`config.mk`:
```
export PLATFORM = sky130hd
export DESIGN_NAME = dataout_rx
export DESIGN_NICKNAME = d
export VERILOG_FILES = /design/src/rtl/dataout_rx.sv
export SDC_FILE = /design/constraint.sdc
export NUM_CORES = 1
export LEC_CHECK = 0
export BUFFER_PORTS_ARGS = -buffer_cell sky130_fd_sc_hd__buf_2
export CORE_UTILIZATION = 60
export DETAILED_ROUTE_END_ITERATION = 6
export GPL_ROUTABILITY_DRIVEN = 0
export PLACE_DENSITY = 0.79
export SKIP_CTS_REPAIR_TIMING = 1
export SYNTH_ARGS = -nofsm -noshare
export SYNTH_HDL_FRONTEND = slang
export SYNTH_SLANG_ARGS = --single-unit
export TNS_END_PERCENT = 20
```
`constraint.sdc`:
```
create_clock -name Clk -period 2.57 [get_ports Clk]
set_input_delay 0.514 -clock Clk [delete_from_list [all_inputs] [get_ports Clk]]
set_output_delay 0.514 -clock Clk [all_outputs]
set_load 0.005 [all_outputs]
```
`src/rtl/dataout_rx.sv`:
```
// Receiver for the core's serial nibble result port: synchronizes the ClkTx/DOutValid/DataOut
// stream into Clk, reassembles MSB-first nibbles into words and buffers them in a small FIFO.
module dataout_rx #(
   parameter int NIBBLES = 4,
   parameter int DEPTH   = 4,
   localparam int W      = 4 * NIBBLES,
   localparam int LW     = $clog2(DEPTH + 1)
) (
   input  logic          Clk,
   input  logic          Reset,
   input  logic          ClkTx,
   input  logic          DOutValid,
   input  logic [3:0]    DataOut,
   output logic [W-1:0]  WordOut,
   output logic          WordValid,
   input  logic          WordReady,
   output logic [LW-1:0] Level,
   output logic          RxActive,
   output logic          FrameErr,
   output logic          Overflow
);

   localparam int CW = $clog2(NIBBLES + 1);
   localparam int PW = $clog2(DEPTH);
   localparam logic [CW-1:0] LAST = CW'(NIBBLES - 1);
   localparam logic [LW-1:0] FULL = LW'(DEPTH);

   typedef enum logic {IDLE, COLLECT} state_t;

   state_t          state, state_nxt;
   logic            clk_tx_s1, clk_tx_s2, clk_tx_s3;
   logic            vld_s1, vld_s2;
   logic [3:0]      data_s1, data_s2;
   logic            rise;
   logic [W-1:0]    shift, shift_nxt;
   logic [W+3:0]    cat;
   logic [CW-1:0]   cnt, cnt_nxt;
   logic            push, frame_err_nxt;
   logic            pop, wr_ok, overflow_nxt;
   logic [PW-1:0]   rd_ptr, wr_ptr;
   logic [W-1:0]    mem [DEPTH];

   // Two-flop synchronizers; ClkTx gets a third flop for edge detection.
   always_ff @(posedge Clk or negedge Reset) begin
      if (!Reset) begin
         clk_tx_s1 <= 1'b0;
         clk_tx_s2 <= 1'b0;
         clk_tx_s3 <= 1'b0;
         vld_s1    <= 1'b0;
         vld_s2    <= 1'b0;
         data_s1   <= '0;
         data_s2   <= '0;
      end else begin
         clk_tx_s1 <= ClkTx;
         clk_tx_s2 <= clk_tx_s1;
         clk_tx_s3 <= clk_tx_s2;
         vld_s1    <= DOutValid;
         vld_s2    <= vld_s1;
         data_s1   <= DataOut;
         data_s2   <= data_s1;
      end
   end

   assign rise = clk_tx_s2 && !clk_tx_s3;
   assign cat  = {shift, data_s2};

   always_comb begin
      state_nxt     = state;
      shift_nxt     = shift;
      cnt_nxt       = cnt;
      push          = 1'b0;
      frame_err_nxt = 1'b0;
      if (rise) begin
         case (state)
            IDLE: begin
               if (vld_s2) begin
                  if (NIBBLES == 1) begin
                     push = 1'b1;
                  end else begin
                     shift_nxt = W'(data_s2);
                     cnt_nxt   = CW'(1);
                     state_nxt = COLLECT;
                  end
               end
            end
            COLLECT: begin
               if (!vld_s2) begin
                  frame_err_nxt = 1'b1;
                  cnt_nxt       = '0;
                  state_nxt     = IDLE;
               end else if (cnt == LAST) begin
                  push      = 1'b1;
                  cnt_nxt   = '0;
                  state_nxt = IDLE;
               end else begin
                  shift_nxt = cat[W-1:0];
                  cnt_nxt   = cnt + 1'b1;
               end
            end
            default: state_nxt = IDLE;
         endcase
      end
   end

   always_ff @(posedge Clk or negedge Reset) begin
      if (!Reset) begin
         state    <= IDLE;
         shift    <= '0;
         cnt      <= '0;
         FrameErr <= 1'b0;
      end else begin
         state    <= state_nxt;
         shift    <= shift_nxt;
         cnt      <= cnt_nxt;
         FrameErr <= frame_err_nxt;
      end
   end

   assign RxActive = (state == COLLECT);

   // A full FIFO still accepts a push when the head leaves in the same cycle.
   assign WordValid    = (Level != '0);
   assign WordOut      = mem[rd_ptr];
   assign pop          = WordValid && WordReady;
   assign wr_ok        = push && ((Level != FULL) || pop);
   assign overflow_nxt = push && (Level == FULL) && !pop;

   always_ff @(posedge Clk or negedge Reset) begin
      if (!Reset) begin
         rd_ptr   <= '0;
         wr_ptr   <= '0;
         Level    <= '0;
         Overflow <= 1'b0;
         for (int i = 0; i < DEPTH; i++) mem[i] <= '0;
      end else begin
         Overflow <= overflow_nxt;
         if (wr_ok) begin
            mem[wr_ptr] <= cat[W-1:0];
            wr_ptr      <= wr_ptr + 1'b1;
         end
         if (pop) rd_ptr <= rd_ptr + 1'b1;
         if (wr_ok && !pop)      Level <= Level + 1'b1;
         else if (pop && !wr_ok) Level <= Level - 1'b1;
      end
   end

endmodule
```
==> impl_metrics.py <==
metrics = {
    "routing": {
        "firstDrtPassIters": 4,
        "antenna_left": 0,
        "vias": 2300,
        "avgRoutedWirePerCell_um": 18.6,
        "wirelength_mm": 7.75,
        "drt_iter0_drc": 97,
        "vias_per_cell": 5.52,
        "drc": 0,
    },
    "sta": {
        "fin_skew_ns": 0.00996,
        "tightest_slew_ns": 0.487,
        "fin_crit_sh": 0.883,
        "setup_viol": 0,
        "slew_headroom": 0.675,
        "fin_tns_setup_ns": 0,
        "period_minus_slack_ns": 2.27,
        "hold_viol_final": 0,
        "rsz0062_at_grt": "no",
        "drv_slew": 0,
        "max_freq_ghz": 0.441,
    },
    "clock_tree": {
        "htreeDepth": 3,
        "insertion_delay_ns": 0.36,
        "cts_tree": "built",
        "clk_pin_slew_ns": 0.09,
        "cts_buffers": 9,
        "clock-sinks": 102,
        "clock_path_buffers": 2,
        "root_buffer": "clkbuf_8",
    },
    "worst_setup_path": {
        "worstPathArrival_ns": 1.76,
        "cp.required_ns": 2.06,
        "endpoint_kind": "output pin",
        "start_kind": "flip-flop",
        "reg2reg_depth": 7,
        "path_class": "reg -> out",
        "cp_max_fo": 18,
    },
    "finish": {
        "n_antenna_cell": 0,
        "syn2layout_area_growth_pct": 10.3,
        "layout-drive-gt1-share": 0.478,
        "final_area_um2": 4990,
        "fin_nets": 329,
        "finish.cell_count_without_fillers": 417,
        "fillCellCount": 488,
    },
    "yosys": {
        "syn-cell-area_um2": 4520,
        "synth_seq_cells": 102,
        "synth_adder_area_share": 0.0210,
        "avgSynthCellArea_um2": 16.6,
        "synth_top_family_by_area": "multiplexers",
        "syn_inst": 272,
        "ys.flop_type": "dfrtp_1",
        "syn-num-nets": 288,
        "synth-compound-area-share": 0.00857,
        "async_flop_share": 1.00,
        "synth-xor-area-share": 0.0116,
        "yosys.area_share.simple": 0.0481,
        "synth-seq-area-share": 0.564,
        "synth_edf_count": 0,
        "yosys_warnings": 0,
        "synth.area.mux_share": 0.305,
        "synth_cell_type_count": 30,
    },
    "power_and_ir_drop": {
        "intPower_mw": 2.70,
        "ir_drop_uv": 606,
        "p_clk_frac": 0.299,
        "power.density_nw_per_um2": 753,
        "power.share.sequential": 0.506,
        "power_switching_mw": 1.06,
        "total_power_mw": 3.76,
        "leakagePower_nw": 2.57,
        "switching_share": 0.282,
        "p_comb_frac": 0.195,
    },
    "run": {
        "maxCapViolCount": 0,
    },
    "global_route": {
        "grt_pass1_vias": 2333,
        "antenna_found_initial": 0,
        "track_usage": 0.223,
        "grt_max_degree": 39,
        "grt_overflow": 0,
        "grt_pass1_wl_mm": 12.4,
    },
    "floorplanning": {
        "start_util": 0.624,
        "rows": 31,
        "dieHeight_um": 88.8,
        "core_area_um2": 7250,
        "ios": 32,
        "die_area_um2": 7890,
        "fp.dieW_um": 88.8,
    },
    "run_status": {
        "status": "completed",
    },
    "placement": {
        "dp_hpwl_mm": 5.08,
        "portBuffers": 31,
        "place_area_um2": 4760,
        "dp.cells": 401,
    },
    "worst_hold_path": {
        "hold_path_class": "in -> async",
    },
}
==> synth_stat cells (2+ instances only) <==
library cell | number | area [µm²]
xor2_1 | 2 | 17.5
buf_12 | 4 | 80.1
nand3_1 | 3 | 15.0
nor2b_1 | 2 | 12.5
mux2i_1 | 8 | 80.1
inv_1 | 14 | 52.6
dfrtp_1 | 102 | 2550
nand2_1 | 12 | 45.0
xnor2_1 | 4 | 35.0
nor2_1 | 4 | 15.0
clkbuf_1 | 3 | 11.3
mux2_2 | 30 | 338
mux2_4 | 40 | 601
nand4_4 | 4 | 85.1
o21ai_0 | 2 | 10.0
mux4_2 | 16 | 360
ha_1 | 6 | 75.1
buf_6 | 2 | 22.5
buf_2 | 3 | 15.0
==> worst max-delay path, stage by stage (launching register included) <==
cell	delay [ns]
dfrtp_1	0.33
buf_4	0.34
mux4_2	0.58
buf_2	0.15
==> cells by family after synthesis <==
kind of cell,count (synthesis)
mux,94
simple gates,30
flops,102
compound gates,6
fa+ha+maj,7
xor+xnor,6
buf+inv,27
==> sequential cells by signal, indices dropped and copies added (netlist names), 2 cells and up <==
name	count
wr_ptr	2
Level	3
data_s1	4
rd_ptr	2
mem	64
cnt	3
data_s2	4
shift	12
==> final timing paths <==
| check | start | end | slack (ns) |
|---|---|---|---|
| max in group asynchronous | Reset | mem[7]$_DFFE_PN0P_ | 1.71 |
| min | Reset | mem[41]$_DFFE_PN0P_ | 0.12 |
| min in group Clk | DataOut[3] | data_s1[3]$_DFF_PN0_ | 0.25 |
| min reg2reg | data_s1[0]$_DFF_PN0_ | data_s2[0]$_DFF_PN0_ | 0.35 |
| max | rd_ptr[0]$_DFFE_PN0P_ | WordOut[5] | 0.30 |
| max reg2reg | Level[0]$_DFFE_PN0P_ | Level[1]$_DFFE_PN0P_ | 0.31 |
==> cells in the final DEF, fill, tap and decap left out <==
cell / synthesis / layout
dfrtp_1: 102 / 102
mux2_4: 40 / 40
mux2_2: 30 / 30
buf_2: 3 / 30
mux4_2: 16 / 16
inv_1: 14 / 14
buf_4: 1 / 13
nand2_1: 12 / 12
clkbuf_8: 0 / 10
mux2i_1: 8 / 8
ha_1: 6 / 6
nor2_1: 4 / 4
nand4_4: 4 / 4
xnor2_1: 4 / 4
nand3_1: 3 / 3
nor2b_1: 2 / 2
o21ai_0: 2 / 2
xor2_1: 2 / 2
clkinvlp_4: 0 / 2
bufinv_16: 0 / 2
inv_6: 0 / 2
or4b_4: 1 / 1
and4b_1: 1 / 1
or3_2: 1 / 1
nand3b_1: 1 / 1
a32o_1: 1 / 1
or2_2: 1 / 1
a21oi_1: 1 / 1
a31oi_1: 1 / 1
o21a_1: 1 / 1
fa_1: 1 / 1
==> metal layers <==
| layer | vias to the layer above | GRT usage | part of all wire |
|---|---|---|---|
| met5 | - | 0 | 0 |
| met4 | 0 | 0.0528 | 0.0088 |
| met3 | 4 | 0.0597 | 0.037 |
| met2 | 39 | 0.354 | 0.50 |
| met1 | 1212 | 0.310 | 0.46 |
| li1 | 1045 | - | - |
==> stage by stage <==
step	hold WS, ns	worst slack (ns)	util
3_3_place_gp	0.331	0.225	0.656
3_5_place_dp	0.336	0.175	0.656
6_report	0.116	0.300	0.688
5_1_grt	0.130	0.196	0.688
2_1_floorplan	0.218	0.240	-
4_1_cts	0.112	0.254	0.688
==> power groups by stage <==
stage          logic, mW  registers (mW)  clock network (mW)
2_1_floorplan      0.529            1.89                   0
3_3_place_gp       0.720            1.92                   0
3_5_place_dp       0.754            1.93                   0
4_1_cts            0.748            1.90                1.15
5_1_grt            0.808            1.93                1.22
6_report           0.733            1.90                1.12
==> cell type report <==
| type | count | area [µm²] | area share |
|---|---|---|---|
| well taps | 99 | 124 | 0.0248 |
| flip-flops and latches | 102 | 2550 | 0.512 |
| multi-input cells | 143 | 1780 | 0.357 |
| clock inverters | 6 | 92.6 | 0.0186 |
| clock buffers | 10 | 138 | 0.0276 |
| repair buffers | 43 | 248 | 0.0496 |
| inverters | 14 | 52.6 | 0.0105 |
No activity file was read; power rests on OpenSTA's default activity.
